===== src/rtl/cpu7_iss_pkg.sv =====
// -----------------------------------------------------------------------------
// cpu7_iss_pkg
// Shared definitions for the issue-control slice:
//   - iss_state_e    : issue-control FSM encoding seen on ctl_state
//                      (RUN=0, DRAIN=1, HOLD=2)
//   - IFLT_MAX_DEFAULT: default ceiling on outstanding long-latency ops
//   - CNT_W          : width of the in-flight counter
// -----------------------------------------------------------------------------
package cpu7_iss_pkg;

    typedef enum logic [1:0] {
        ST_RUN   = 2'd0,  // normal issue
        ST_DRAIN = 2'd1,  // serial op waiting for long ops to return
        ST_HOLD  = 2'd2   // serial op issued, waiting for it to retire
    } iss_state_e;

    localparam int IFLT_MAX_DEFAULT = 4;
    localparam int CNT_W            = 3;

endpackage


===== src/rtl/cpu7_ifu_iss_ctl_if.sv =====
// -----------------------------------------------------------------------------
// cpu7_ifu_iss_ctl_if
// Signal bundle between the decode/issue stage and the issue controller.
//
// Issue handshake: an instruction is offered while is_valid is high and is
// taken in exactly the cycles where iss_fire is high. iss_fire already folds
// in ex_ready, flush, hazards and the serialization state, so the producer
// must hold the instruction stable until it sees iss_fire (or a flush).
// de_stall tells decode to hold; wb_valid/ser_done are single-cycle pulses.
//
//   master : decode/issue side (drives instruction, execute and writeback info)
//   slave  : issue controller (drives iss_fire, de_stall and status)
// -----------------------------------------------------------------------------
interface cpu7_ifu_iss_ctl_if;

    logic        is_valid;
    logic [4:0]  is_rs1;
    logic [4:0]  is_rs2;
    logic        is_rs1_en;
    logic        is_rs2_en;
    logic        is_rf_wen;
    logic [4:0]  is_rf_target;
    logic        is_long;
    logic        is_serial;
    logic        ex_ready;
    logic        flush;
    logic        wb_valid;
    logic [4:0]  wb_rf_target;
    logic        ser_done;

    logic        iss_fire;
    logic        de_stall;
    logic [31:0] sb_busy;
    logic [2:0]  inflight_cnt;
    logic [1:0]  ctl_state;

    modport master (
        output is_valid, is_rs1, is_rs2, is_rs1_en, is_rs2_en,
               is_rf_wen, is_rf_target, is_long, is_serial,
               ex_ready, flush, wb_valid, wb_rf_target, ser_done,
        input  iss_fire, de_stall, sb_busy, inflight_cnt, ctl_state
    );

    modport slave (
        input  is_valid, is_rs1, is_rs2, is_rs1_en, is_rs2_en,
               is_rf_wen, is_rf_target, is_long, is_serial,
               ex_ready, flush, wb_valid, wb_rf_target, ser_done,
        output iss_fire, de_stall, sb_busy, inflight_cnt, ctl_state
    );

endinterface


===== src/rtl/cpu7_iss_sb.sv =====
// -----------------------------------------------------------------------------
// cpu7_iss_sb
// Register scoreboard: one busy bit per architectural register, set when a
// long-latency op that writes a register issues, cleared by its writeback.
//
// Ports:
//   clk, rst            clock, async active-high reset
//   rs1_en_i/rs1_i      source 1 read enable / register
//   rs2_en_i/rs2_i      source 2 read enable / register
//   rf_wen_i/rf_target_i destination write enable / register
//   long_fire_i         a long-latency op issues this cycle
//   wb_valid_i/wb_target_i long-latency writeback return
//   hazard_o            RAW on either source or WAW on destination
//   busy_o              busy vector (bit 0 always 0)
// -----------------------------------------------------------------------------
module cpu7_iss_sb (
    input  logic        clk,
    input  logic        rst,
    input  logic        rs1_en_i,
    input  logic [4:0]  rs1_i,
    input  logic        rs2_en_i,
    input  logic [4:0]  rs2_i,
    input  logic        rf_wen_i,
    input  logic [4:0]  rf_target_i,
    input  logic        long_fire_i,
    input  logic        wb_valid_i,
    input  logic [4:0]  wb_target_i,
    output logic        hazard_o,
    output logic [31:0] busy_o
);

    logic [31:0] busy_q;
    logic [31:0] busy_d;
    logic        raw1;
    logic        raw2;
    logic        waw;

    always_ff @(posedge clk or posedge rst) begin
        if (rst) begin
            busy_q <= '0;
        end else begin
            busy_q <= busy_d;
        end
    end

    // Clear is applied first so a same-cycle set of the same bit wins.
    always_comb begin
        busy_d = busy_q;
        if (wb_valid_i) begin
            busy_d[wb_target_i] = 1'b0;
        end
        if (long_fire_i && rf_wen_i && (rf_target_i != 5'd0)) begin
            busy_d[rf_target_i] = 1'b1;
        end
        busy_d[0] = 1'b0;
    end

    // Lookup uses the registered vector only; a writeback in the same cycle
    // does not bypass, so the consumer issues one cycle after the return.
    always_comb begin
        raw1     = rs1_en_i && (rs1_i != 5'd0) && busy_q[rs1_i];
        raw2     = rs2_en_i && (rs2_i != 5'd0) && busy_q[rs2_i];
        waw      = rf_wen_i && (rf_target_i != 5'd0) && busy_q[rf_target_i];
        hazard_o = raw1 || raw2 || waw;
    end

    assign busy_o = busy_q;

endmodule


===== src/rtl/cpu7_ifu_iss_ctl.sv =====
// -----------------------------------------------------------------------------
// cpu7_ifu_iss_ctl
// Issue controller: decides each cycle whether the instruction at issue fires,
// tracks outstanding long-latency ops and serializes CSR/syscall-class ops.
//
// Ports:
//   clk  pipeline clock
//   rst  asynchronous active-high reset
//   bus  cpu7_ifu_iss_ctl_if.slave:
//          in : is_valid, is_rs1/2(_en), is_rf_wen, is_rf_target, is_long,
//               is_serial, ex_ready, flush, wb_valid, wb_rf_target, ser_done
//          out: iss_fire, de_stall, sb_busy[31:0], inflight_cnt[2:0],
//               ctl_state[1:0] (FSM state, RUN/DRAIN/HOLD)
// Parameter:
//   IFLT_MAX  maximum outstanding long-latency ops (<= 7)
// -----------------------------------------------------------------------------
module cpu7_ifu_iss_ctl
    import cpu7_iss_pkg::*;
#(
    parameter int IFLT_MAX = IFLT_MAX_DEFAULT
) (
    input  logic                clk,
    input  logic                rst,
    cpu7_ifu_iss_ctl_if.slave   bus
);

    localparam logic [CNT_W-1:0] CNT_MAX = CNT_W'(IFLT_MAX);

    iss_state_e        state_q;
    iss_state_e        state_d;
    logic [CNT_W-1:0]  cnt_q;
    logic [CNT_W-1:0]  cnt_d;
    logic              hazard;
    logic              permit;
    logic              fire;
    logic              cnt_zero;
    logic              cnt_full;
    logic              cnt_inc;
    logic              cnt_dec;

    assign cnt_zero = (cnt_q == '0);
    assign cnt_full = (cnt_q == CNT_MAX);

    cpu7_iss_sb u_sb (
        .clk         (clk),
        .rst         (rst),
        .rs1_en_i    (bus.is_rs1_en),
        .rs1_i       (bus.is_rs1),
        .rs2_en_i    (bus.is_rs2_en),
        .rs2_i       (bus.is_rs2),
        .rf_wen_i    (bus.is_rf_wen),
        .rf_target_i (bus.is_rf_target),
        .long_fire_i (fire && bus.is_long),
        .wb_valid_i  (bus.wb_valid),
        .wb_target_i (bus.wb_rf_target),
        .hazard_o    (hazard),
        .busy_o      (bus.sb_busy)
    );

    // ---------------------------------------------------------------- FSM
    always_ff @(posedge clk or posedge rst) begin
        if (rst) begin
            state_q <= ST_RUN;
        end else begin
            state_q <= state_d;
        end
    end

    // Transitions look at is_valid/fire but never ex_ready directly, so a
    // serial op enters DRAIN even while execute is busy.
    always_comb begin
        state_d = state_q;
        if (bus.flush) begin
            state_d = ST_RUN;
        end else begin
            case (state_q)
                ST_RUN: begin
                    if (bus.is_valid && bus.is_serial && !cnt_zero) begin
                        state_d = ST_DRAIN;
                    end else if (fire && bus.is_serial) begin
                        state_d = ST_HOLD;
                    end
                end
                ST_DRAIN: begin
                    if (fire) begin
                        state_d = bus.is_serial ? ST_HOLD : ST_RUN;
                    end
                end
                ST_HOLD: begin
                    if (bus.ser_done) begin
                        state_d = ST_RUN;
                    end
                end
                default: state_d = ST_RUN;
            endcase
        end
    end

    // Serial ops in RUN need an empty pipe; DRAIN opens only once empty.
    always_comb begin
        permit        = 1'b0;
        bus.ctl_state = state_q;
        case (state_q)
            ST_RUN:   permit = !bus.is_serial || cnt_zero;
            ST_DRAIN: permit = cnt_zero;
            ST_HOLD:  permit = 1'b0;
            default:  permit = 1'b0;
        endcase
    end

    // --------------------------------------------------------- issue logic
    always_comb begin
        fire = bus.is_valid && bus.ex_ready && !bus.flush && !hazard &&
               permit && !(bus.is_long && cnt_full);
        bus.iss_fire = fire;
        bus.de_stall = bus.is_valid && !fire && !bus.flush;
    end

    // ---------------------------------------------------- in-flight count
    // A return with nothing outstanding is dropped rather than wrapping.
    always_comb begin
        cnt_inc = fire && bus.is_long;
        cnt_dec = bus.wb_valid && !cnt_zero;
        cnt_d   = cnt_q;
        case ({cnt_inc, cnt_dec})
            2'b10:   cnt_d = cnt_q + CNT_W'(1);
            2'b01:   cnt_d = cnt_q - CNT_W'(1);
            default: cnt_d = cnt_q;
        endcase
    end

    always_ff @(posedge clk or posedge rst) begin
        if (rst) begin
            cnt_q <= '0;
        end else begin
            cnt_q <= cnt_d;
        end
    end

    assign bus.inflight_cnt = cnt_q;

endmodule


===== src/flat_wrapper.sv =====
// flat-port wrapper written by rule: the top's interface ports become plain ports
module cpu7_ifu_iss_ctl_flat import cpu7_iss_pkg::*;
#(
    parameter int IFLT_MAX = IFLT_MAX_DEFAULT
)
  (clk, rst, bus_is_valid, bus_is_rs1, bus_is_rs2, bus_is_rs1_en, bus_is_rs2_en, bus_is_rf_wen, bus_is_rf_target, bus_is_long, bus_is_serial, bus_ex_ready, bus_flush, bus_wb_valid, bus_wb_rf_target, bus_ser_done, bus_iss_fire, bus_de_stall, bus_sb_busy, bus_inflight_cnt, bus_ctl_state);
  cpu7_ifu_iss_ctl_if bus_i ();
  input  logic clk;
  input  logic rst;
  input wire logic [$bits(bus_i.is_valid)-1:0] bus_is_valid;
  input wire logic [$bits(bus_i.is_rs1)-1:0] bus_is_rs1;
  input wire logic [$bits(bus_i.is_rs2)-1:0] bus_is_rs2;
  input wire logic [$bits(bus_i.is_rs1_en)-1:0] bus_is_rs1_en;
  input wire logic [$bits(bus_i.is_rs2_en)-1:0] bus_is_rs2_en;
  input wire logic [$bits(bus_i.is_rf_wen)-1:0] bus_is_rf_wen;
  input wire logic [$bits(bus_i.is_rf_target)-1:0] bus_is_rf_target;
  input wire logic [$bits(bus_i.is_long)-1:0] bus_is_long;
  input wire logic [$bits(bus_i.is_serial)-1:0] bus_is_serial;
  input wire logic [$bits(bus_i.ex_ready)-1:0] bus_ex_ready;
  input wire logic [$bits(bus_i.flush)-1:0] bus_flush;
  input wire logic [$bits(bus_i.wb_valid)-1:0] bus_wb_valid;
  input wire logic [$bits(bus_i.wb_rf_target)-1:0] bus_wb_rf_target;
  input wire logic [$bits(bus_i.ser_done)-1:0] bus_ser_done;
  output wire logic [$bits(bus_i.iss_fire)-1:0] bus_iss_fire;
  output wire logic [$bits(bus_i.de_stall)-1:0] bus_de_stall;
  output wire logic [$bits(bus_i.sb_busy)-1:0] bus_sb_busy;
  output wire logic [$bits(bus_i.inflight_cnt)-1:0] bus_inflight_cnt;
  output wire logic [$bits(bus_i.ctl_state)-1:0] bus_ctl_state;
  assign bus_i.is_valid = bus_is_valid;
  assign bus_i.is_rs1 = bus_is_rs1;
  assign bus_i.is_rs2 = bus_is_rs2;
  assign bus_i.is_rs1_en = bus_is_rs1_en;
  assign bus_i.is_rs2_en = bus_is_rs2_en;
  assign bus_i.is_rf_wen = bus_is_rf_wen;
  assign bus_i.is_rf_target = bus_is_rf_target;
  assign bus_i.is_long = bus_is_long;
  assign bus_i.is_serial = bus_is_serial;
  assign bus_i.ex_ready = bus_ex_ready;
  assign bus_i.flush = bus_flush;
  assign bus_i.wb_valid = bus_wb_valid;
  assign bus_i.wb_rf_target = bus_wb_rf_target;
  assign bus_i.ser_done = bus_ser_done;
  assign bus_iss_fire = bus_i.iss_fire;
  assign bus_de_stall = bus_i.de_stall;
  assign bus_sb_busy = bus_i.sb_busy;
  assign bus_inflight_cnt = bus_i.inflight_cnt;
  assign bus_ctl_state = bus_i.ctl_state;
  cpu7_ifu_iss_ctl #(.IFLT_MAX(IFLT_MAX)) u_core (.clk(clk), .rst(rst), .bus(bus_i));
endmodule

===== config.mk =====
export PLATFORM = sky130hd
export DESIGN_NAME = cpu7_ifu_iss_ctl_flat
export DESIGN_NICKNAME = d
export VERILOG_FILES = /design/src/rtl/cpu7_iss_pkg.sv /design/src/rtl/cpu7_ifu_iss_ctl_if.sv /design/src/rtl/cpu7_iss_sb.sv /design/src/rtl/cpu7_ifu_iss_ctl.sv /design/src/flat_wrapper.sv
export SDC_FILE = /design/constraint.sdc
export NUM_CORES = 1
export LEC_CHECK = 0
export ABC_AREA = 0
export BUFFER_PORTS_ARGS = -buffer_cell sky130_fd_sc_hd__clkbuf_2
export CAP_MARGIN = 20
export CORE_ASPECT_RATIO = 0.5
export CORE_MARGIN = 3
export CORE_UTILIZATION = 57
export DETAILED_ROUTE_END_ITERATION = 10
export MAX_ROUTING_LAYER = met4
export PLACE_DENSITY = 0.85
export SYNTH_ARGS = -nofsm -noshare
export SYNTH_HDL_FRONTEND = slang
export SYNTH_SLANG_ARGS = --single-unit

===== constraint.sdc =====
create_clock -name clk -period 7.9 [get_ports clk]
set_input_delay 1.58 -clock clk [delete_from_list [all_inputs] [get_ports clk]]
set_output_delay 1.58 -clock clk [all_outputs]
set_load 0.01 [all_outputs]

## Word level (Yosys, flattened, before mapping)

Cells that the tools add are included.

- Eq/ne operators: 8
- Add/sub/neg operators: 2
- $lt $le $gt $ge: 6
- Reductions and logical operators: 39
- Bitwise operators: 3
- Mux-type cells: 21

Operators by type and width:

| kind | count |
|---|---|
| two-way mux 32 bit | 2 |
| bitwise AND 32 bit | 1 |
| NOT 32 bit | 1 |
| bitwise OR 32 bit | 1 |
| less-than comparator 5 x 6 -> 1 bit (second input constant) | 4 |
| logical AND 1 bit | 23 |
| binary-select mux 1 bit (select 5 bit) | 3 |
| nonzero test 5 bit | 3 |
| two-way mux 2 bit | 6 |
| demux 1 bit (select 5 bit) | 2 |
| greater-or-equal comparator 5 x 1 -> 1 bit (second input constant) | 2 |
| logical NOT 1 bit | 6 |
| one-hot mux 2 bit (3 select lines) | 1 |
| one-hot mux 3 bit (2 select lines) | 1 |
| two-way mux 1 bit | 5 |
| == test 2 x 1 -> 1 bit (second input constant) | 2 |
| == test 2 bit (second input constant) | 2 |
| != test 4 x 2 -> 1 bit (second input constant) | 1 |
| adder 3 x 1 -> 3 bit (second input constant) | 1 |
| == test 3 bit (second input constant) | 1 |
| logical NOT 3 bit | 1 |
| logical OR 1 bit | 3 |
| != test 3 x 2 -> 1 bit (second input constant) | 1 |
| != test 3 bit (second input constant) | 1 |
| other kinds (5) | 5 |

- Input bits: 32
- Word-level logic and storage cells: 82
- Output and inout port bits: 39
- Bits in registers: 36

## Longest topological paths before layout

Gate-level depths: netlist of the first run.

- Depth after elaboration: 14
- Mapped depth: 13
- Depth with buffers taken out: 11

## Cells and area by module

Synthesis of the first run repeated with hierarchy kept, for this count alone.

- Cell total of the unflattened synthesis: 235
- Area, all modules: 2514.9 µm²

Modules (own cells, without submodules):

| module | area each (µm²) | seq. area each (µm²) | cells each | times used |
|---|---|---|---|---|
| cpu7_iss_sb | 2182.1 | 775.7 | 201 | 1 |
| cpu7_ifu_iss_ctl | 332.8 | 125.1 | 34 | 1 |

## Worst setup path before layout of the first run

No wires, ideal clock.

- Path type: input to output
- Start point: input port bus_is_rs1[0]
- End point: output port bus_iss_fire
- Path slack: 3021 ps
- Stages: 8
- Arrival: 3299 ps
- Required time: 6320 ps
- Buffers on the path: 2
- Cell sequence: buf_4 -> mux4_2 -> mux2_2 -> or3_1 -> nand4_2 -> o211ai_4 -> buf_2 -> inv_1

- Longest elaborated chain between the ends: 9

Ends and longest elaborated chain:

| what | RTL line | RTL |
|---|---|---|
| start, declared | flat_wrapper.sv:11 | `input wire logic [$bits(bus_i.is_rs1)-1:0] bus_is_rs1;` |
| binary-select mux 1 bit (select 5 bit) / nonzero test 5 bit (equally long branches) | cpu7_iss_sb.sv:61 | `raw1 = rs1_en_i && (rs1_i != 5'd0) && busy_q[rs1_i];` |
| two-way mux 1 bit (not written as such) / logical AND 1 bit (equally long branches) | cpu7_iss_sb.sv:61 |  |
| logical AND 1 bit (*) | cpu7_iss_sb.sv:61 |  |
| logical OR 1 bit (*) (2 in a row) | cpu7_iss_sb.sv:64 | `hazard_o = raw1 \|\| raw2 \|\| waw;` |
| logical NOT 1 bit (*) | cpu7_ifu_iss_ctl.sv:113 | `fire = bus.is_valid && bus.ex_ready && !bus.flush && !hazard &&` |
| logical AND 1 bit (*) (2 in a row) | cpu7_ifu_iss_ctl.sv:113 |  |
| logical AND 1 bit (*) | cpu7_ifu_iss_ctl.sv:114 | `permit && !(bus.is_long && cnt_full);` |
| end, declared | flat_wrapper.sv:24 | `output wire logic [$bits(bus_i.iss_fire)-1:0] bus_iss_fire;` |

Every way passes the cells marked *; elsewhere a longest branch is shown, timed or not. The select of a mux whose other input is x is not followed.

## Final worst setup path of the first run

- Start point: input port bus_is_rs1[0]
- End point: output port bus_de_stall

- Longest elaborated chain between the ends: 12

Ends and longest elaborated chain:

| what | RTL line | RTL |
|---|---|---|
| binary-select mux 1 bit (select 5 bit) / nonzero test 5 bit (equally long branches) | cpu7_iss_sb.sv:61 |  |
| two-way mux 1 bit (not written as such) / logical AND 1 bit (equally long branches) | cpu7_iss_sb.sv:61 |  |
| logical AND 1 bit (*) | cpu7_iss_sb.sv:61 |  |
| logical OR 1 bit (*) (2 in a row) | cpu7_iss_sb.sv:64 |  |
| logical NOT 1 bit (*) | cpu7_ifu_iss_ctl.sv:113 |  |
| logical AND 1 bit (*) (2 in a row) | cpu7_ifu_iss_ctl.sv:113 |  |
| logical AND 1 bit (*) | cpu7_ifu_iss_ctl.sv:114 |  |
| logical NOT 1 bit (*) | cpu7_ifu_iss_ctl.sv:116 | `bus.de_stall = bus.is_valid && !fire && !bus.flush;` |
| logical AND 1 bit (*) (2 in a row) | cpu7_ifu_iss_ctl.sv:116 |  |
| end, declared | flat_wrapper.sv:25 | `output wire logic [$bits(bus_i.de_stall)-1:0] bus_de_stall;` |

Marks and branches as above.

==> results.yml, run 1 <==
yosys:
  synth-compound-area-share_pct: 19.9
  synth_edf_count: 0
  ys_types: 49
  syn_avg_cell_area_um2: 8.92
  yosys.area_share.simple_pct: 20.5
  netlist_area_um2: 2690
  synthXorXnorAreaFrac_pct: 0.979
  synth_fa_ha_area_share_pct: 1.21
  synthMuxAreaShare_pct: 19.2
  yosysSeqAreaShare_pct: 33.6
  synth_nets: 335
  yosys_register_bits: 36
  synthFlopType: "dfrtp_1"
  yosys_warnings: 0
  synth_top_family_by_area: "simple AND/OR/NAND/NOR gates"
  async_flop_share_pct: 100
  syn_inst: 301
detailed_routing:
  wl_per_cell_um: 20.7
  drt_iter0_drc: 401
  firstDrtPassIters: 8
  wl_um: 8600
  drc: 0
  ant_nets: 0
  vias_per_cell: 6.73
  num_vias: 2799
clocking:
  postCtsResizedCells: 0
  clk_pin_slew_ns: 0.07
  clock_latency_ns: 0.29
  tritoncts: "yes"
  htreeDepth: 2
  post_cts_buffers: 0
  cts_made_buffers: 5
  cts-root-buf: "clkbuf_8"
  clkSinkCount: 36
  ctsHoldBuffers: 0
  clockBufferDepth: 2
place:
  placed_cell_area_um2: 3030
  place_congestion: 1.03
  dpl.hpwl_um: 6410
  io_buffers: 69
grt:
  grt_pass1_wl_um: 13200
  gr-total-overflow: 0
  grt_use_total_pct: 32.8
  antenna_found_initial: 0
  grt_max_degree: 37
  grt_pass1_vias: 2536
worst_setup_path:
  cp.arrival_ns: 3.83
  worstSetupPathType: "in2out"
  crit_family: "multiplexers"
  path_cells: "clkbuf_2 -> mux4_2 -> mux2_2 -> or3_1 -> nand4_2 -> o211ai_4 -> buf_4 -> and3b_1 -> clkbuf_2"
  cp_slowest_cell: "mux4_2"
  crit_top_cell: "clkbuf_2"
  critPathLaunchType: "primary input"
  crit_buf_inv: 3
  endpoint_kind: "output pin"
  critPathRequiredTime_ns: 6.32
  slowest_delay_ns: 0.55
  cp_max_fo: 35
timing:
  hold_viol: 0
  fin_tns_setup_ns: 0
  rsz0062_at_grt: "false"
  clock_skew_ns: 0.0132
  fin_crit_ns: 5.41
  fmax_mhz: 185
  slew_headroom_pct: 27.9
  setup_viol: 0
  hold_ws_ns: 0.518
  period_share_pct: 68.5
  maxSlewViolCount: 0
  worstMarginPinSlew_ns: 1.07
die:
  core_um2: 4200
  die_height_um: 54.5
  rows: 16
  fp.dieW_um: 103
  start_util_pct: 63.9
  ios: 71
  die_area_um2: 5620
cells_and_area:
  area_growth_pct: 16.4
  layout-drive-gt1-share_pct: 28.7
  nets: 396
  final_area_um2: 3130
  antenna_cells: 0
power:
  p_leak_nw: 1.40
  peakVddDrop_mv: 0.146
  power.density_nw_per_um2: 159
flow_run:
  maxCapViolCount: 0
status:
  status: "finished clean"
min_path:
  worstHoldPathType: "reg2reg"
==> cells by family (layout without fill, tap and decap cells) <==
| group | after synthesis | after routing |
|---|---|---|
| AND/OR/NAND/NOR | 104 | 104 |
| AO/OA/AOI/OAI | 90 | 90 |
| other | 1 | 1 |
| adder cells (fa/ha/maj) | 2 | 2 |
| multiplexers | 38 | 38 |
| flip-flops | 36 | 36 |
| XOR/XNOR | 3 | 3 |
| buffers and inverters | 27 | 88 |
==> layout make-up <==
| class | count | area (µm²) |
|---|---|---|
| clock buffer | 7 | 96.3 |
| timing repair buffer | 71 | 360 |
| multi-input combinational | 238 | 1660 |
| sequential | 36 | 901 |
| fill | 323 | 1080 |
| tap | 54 | 67.6 |
| inverter | 10 | 37.5 |
==> per-stage QoR <==
stage / setup slack, ns / std cells / utilization (%) / power, mW
after floorplan: 3.02 / 301 / - / 0.307
after global placement: 2.57 / 409 / 72.1 / 0.350
after detailed placement: 2.52 / 409 / 72.1 / 0.356
after CTS: 2.51 / 416 / 74.4 / 0.496
after global routing: 2.35 / 416 / 74.4 / 0.522
final: 2.49 / 416 / 74.4 / 0.498
==> flip-flops by register name (all words and copies together) (netlist names) <==
name / flops
u_core.bus.ctl_state: 2
u_core.bus.inflight_cnt: 3
u_core.u_sb.busy_o: 31
==> cell usage after synthesis, types with 2 or more instances <==
| master | number | area [µm²] |
|---|---|---|
| and4_1 | 2 | 17.5 |
| dfrtp_1 | 36 | 901 |
| o21ai_1 | 27 | 135 |
| mux2i_1 | 19 | 190 |
| a22oi_1 | 5 | 37.5 |
| nor3_1 | 5 | 25.0 |
| a32o_1 | 2 | 20.0 |
| o2111ai_1 | 2 | 17.5 |
| nand2_1 | 33 | 124 |
| xor2_1 | 2 | 17.5 |
| nand3b_1 | 7 | 52.6 |
| o21ai_0 | 36 | 180 |
| clkbuf_1 | 4 | 15.0 |
| and3b_1 | 3 | 26.3 |
| a31oi_1 | 2 | 12.5 |
| nor2_1 | 14 | 52.6 |
| buf_2 | 9 | 45.0 |
| nor2b_1 | 4 | 25.0 |
| inv_1 | 10 | 37.5 |
| mux4_2 | 10 | 225 |
| nand3_1 | 17 | 85.1 |
| buf_1 | 2 | 7.51 |
| or3b_2 | 4 | 35.0 |
| a21oi_1 | 4 | 20.0 |
| or3_1 | 4 | 25.0 |
| and3_1 | 2 | 12.5 |
| mux2_2 | 9 | 101 |
| o31ai_1 | 2 | 15.0 |
| buf_4 | 2 | 15.0 |
| nor3b_1 | 3 | 22.5 |
| nand2b_1 | 2 | 12.5 |
==> routing by layer <==
layer / wire length [µm] / share of wire, % / vias to the layer above / global-route usage [%]
met2: 3740 / 43 / 230 / 47.2
met3: 1200 / 14 / 19 / 10.2
met4: 144 / 1.7 / 0 / 8.82
met5: 0 / 0 / - / -
li1: - / - / 1234 / -
met1: 3510 / 41 / 1316 / 44.8
==> layout by cell type (no fill, tap or decap), drive strengths merged, types with 3 or more instances in the layout <==
cell type / netlist / routed
mux4: 10 / 10
nand2: 33 / 33
nor3b: 3 / 3
nand3: 17 / 17
nor2b: 4 / 4
a22oi: 5 / 5
nor2: 14 / 14
and3b: 3 / 3
nor3: 5 / 5
a21oi: 4 / 4
mux2i: 19 / 19
nand3b: 7 / 7
dfrtp: 36 / 36
inv: 10 / 10
clkbuf: 4 / 76
mux2: 9 / 9
or3b: 5 / 5
or3: 4 / 4
o21ai: 63 / 63
==> worst paths after layout <==
| path | cells past startpoint | endpoint | startpoint | slack [ns] |
|---|---|---|---|---|
| worst max-delay path | 9 | bus_de_stall | bus_is_rs1[0] | 2.49 |
| worst min-delay path | 1 | u_core.bus.inflight_cnt[2] | u_core.bus.inflight_cnt[2] | 0.52 |
| worst max register to register | 11 | u_core.bus.inflight_cnt[2] | u_core.bus.inflight_cnt[0] | 4.93 |
| worst min register to register | 1 | u_core.bus.inflight_cnt[2] | u_core.bus.inflight_cnt[2] | 0.52 |
| max in group asynchronous | 3 | u_core.u_sb.busy_o[1] | rst | 6.21 |
| min in group asynchronous | 3 | u_core.u_sb.busy_o[19] | rst | 1.37 |
==> power by group <==
part           internal [mW]  switching, mW
sequential             0.199         0.0196
combinational         0.0566         0.0804
clock                 0.0777         0.0648
total                  0.333          0.165
Note: power is estimated with default switching activity, not from simulation.
==> run 2: changes to the inputs <==
- CORE_UTILIZATION: 57 -> 48
- PLACE_DENSITY: 0.85 -> 0.77
- clock period: 7.9 -> 4.9 ns (I/O delays scaled with it)
==> run 2 against run 1 <==
Hold slack worse by 0.010 ns. Final cell count increased by 4.1%. Wire length is 3.7% lower. Non-clock buffer count stayed put. Critical path type unchanged. Combinational power grew 66%. Die area up 17%.
==> results.yml, run 2 (same netlist as run 1, synthesis figures left out) <==
status:
  status: "finished clean"
die:
  die_height_um: 58.9
  ios: 71
  core_um2: 5160
  die_area_um2: 6580
  fp.dieW_um: 112
  start_util_pct: 52.1
  rows: 18
power:
  seqPwrFrac_pct: 41.7
  peakVddDrop_mv: 0.277
  power.density_nw_per_um2: 266
  power_frac_comb_pct: 27.1
  p_clk_share_pct: 31.2
  intPower_mw: 0.564
  p_leak_nw: 1.40
  swShare_pct: 32.9
  power.switching_mw: 0.276
timing:
  clock_skew_ns: 0.0119
  worstMarginPinSlew_ns: 1.05
  fmax_mhz: 255
  slew_headroom_pct: 29.7
  maxSlewViolCount: 0
  fin_tns_setup_ns: 0
  rsz0062_at_grt: "false"
  period_share_pct: 79.9
  hold_viol: 0
  fin_crit_ns: 3.92
  setup_viol: 0
clocking:
  clock_latency_ns: 0.30
  clkSinkCount: 36
  tritoncts: "yes"
  clockBufferDepth: 2
  cts_made_buffers: 5
  htreeDepth: 2
  ctsHoldBuffers: 0
  clk_pin_slew_ns: 0.07
  post_cts_buffers: 0
  cts-root-buf: "clkbuf_8"
  postCtsResizedCells: 0
detailed_routing:
  vias_per_cell: 6.41
  num_vias: 2775
  wl_um: 8290
  drt_iter0_drc: 340
  firstDrtPassIters: 5
  drc: 0
  ant_nets: 0
  wl_per_cell_um: 19.1
min_path:
  worstHoldPathType: "reg2reg"
  worstHoldPathCells: 1
cells_and_area:
  largest_reg_flops: 31
  nets: 396
  layout_commonest_cell: "clkbuf_2"
  antenna_cells: 0
  layout-drive-gt1-share_pct: 28.9
  area_growth_pct: 17.8
  layout_common_cells: "clkbuf_2, o21ai_0, dfrtp_1"
  fin_util_pct: 61.3
  final_area_um2: 3160
place:
  placed_cell_area_um2: 3050
  place_congestion: 1.00
  io_buffers: 69
  dpl.hpwl_um: 6290
worst_setup_path:
  critPathRequiredTime_ns: 3.92
  worstSetupPathType: "in2out"
  critPathLaunchType: "primary input"
  r2r.worst_path.cells: 11
  cp_max_fo: 10
  endpoint_kind: "output pin"
  cp.arrival_ns: 2.94
flow_run:
  maxCapViolCount: 0
grt:
  grt_pass1_vias: 2534
  antenna_found_initial: 0
  gr-total-overflow: 0
  grt_use_total_pct: 26.5
  grt_pass1_wl_um: 13300
  grt_max_degree: 37
-- run 2: changes by cell type in the layout (fill, tap and decap cells not counted) --
cell / previous run / this run
bufinv_16: 0 / 1
clkbuf_8: 7 / 5
clkinv_2: 0 / 1
clkinvlp_4: 0 / 1
-- run 2: power groups by stage --
| stage | registers, mW | clock network [mW] | logic (mW) |
|---|---|---|---|
| global route | 0.353 | 0.284 | 0.248 |
| detailed placement | 0.355 | 0 | 0.224 |
| floorplan | 0.358 | 0 | 0.138 |
| CTS | 0.350 | 0.265 | 0.226 |
| finish | 0.350 | 0.262 | 0.228 |
| global placement | 0.354 | 0 | 0.211 |
-- run 2: final cells by class --
| cell class | instances | area, µm² |
|---|---|---|
| sequential | 36 | 901 |
| tap | 70 | 87.6 |
| clock inverter | 3 | 42.5 |
| inverter | 10 | 37.5 |
| timing repair buffer | 71 | 360 |
| fill | 451 | 2000 |
| clock buffer | 5 | 68.8 |
| multi-input combinational | 238 | 1660 |
-- run 2: metrics by stage --
stage / power [mW] / hold WS [ns] / cells / setup WS (ns)
finish: 0.840 / 0.508 / 433 / 0.984
CTS: 0.841 / 0.512 / 433 / 0.977
global placement: 0.565 / 0.481 / 425 / 1.01
detailed placement: 0.579 / 0.495 / 425 / 0.985
floorplan: 0.495 / 0.523 / 301 / 1.22
global route: 0.885 / 0.536 / 433 / 0.896
-- run 2: metal layers --
metal / vias to the layer above / part of all wire (%) / wire length, µm / global-route usage, %
li1: 1235 / - / - / -
met1: 1331 / 44 / 3620 / 37.0
met2: 190 / 45 / 3700 / 40.0
met3: 19 / 11 / 888 / 6.37
met4: 0 / 1.0 / 83 / 5.37
met5: - / 0 / 0 / -
-- run 2: path summary, 6_finish.rpt --
path	slack, ns	startpoint	end
min in group asynchronous	0.76	rst	u_core.u_sb.busy_o[21]
worst min register to register	0.51	u_core.bus.inflight_cnt[2]	u_core.bus.inflight_cnt[2]
worst max register to register	1.91	u_core.bus.inflight_cnt[0]	u_core.bus.inflight_cnt[2]
max in group asynchronous	3.82	rst	u_core.u_sb.busy_o[6]
worst min-delay path	0.51	u_core.bus.inflight_cnt[2]	u_core.bus.inflight_cnt[2]
worst max-delay path	0.98	bus_is_rs1[0]	bus_de_stall
-- run 2: worst max-delay path: stages --
cell	delay (ns)
clkbuf_2	0.27
mux4_2	0.54
mux2_2	0.26
or3_1	0.32
nand4_2	0.14
o211ai_4	0.12
and3b_1	0.19
clkbuf_2	0.12
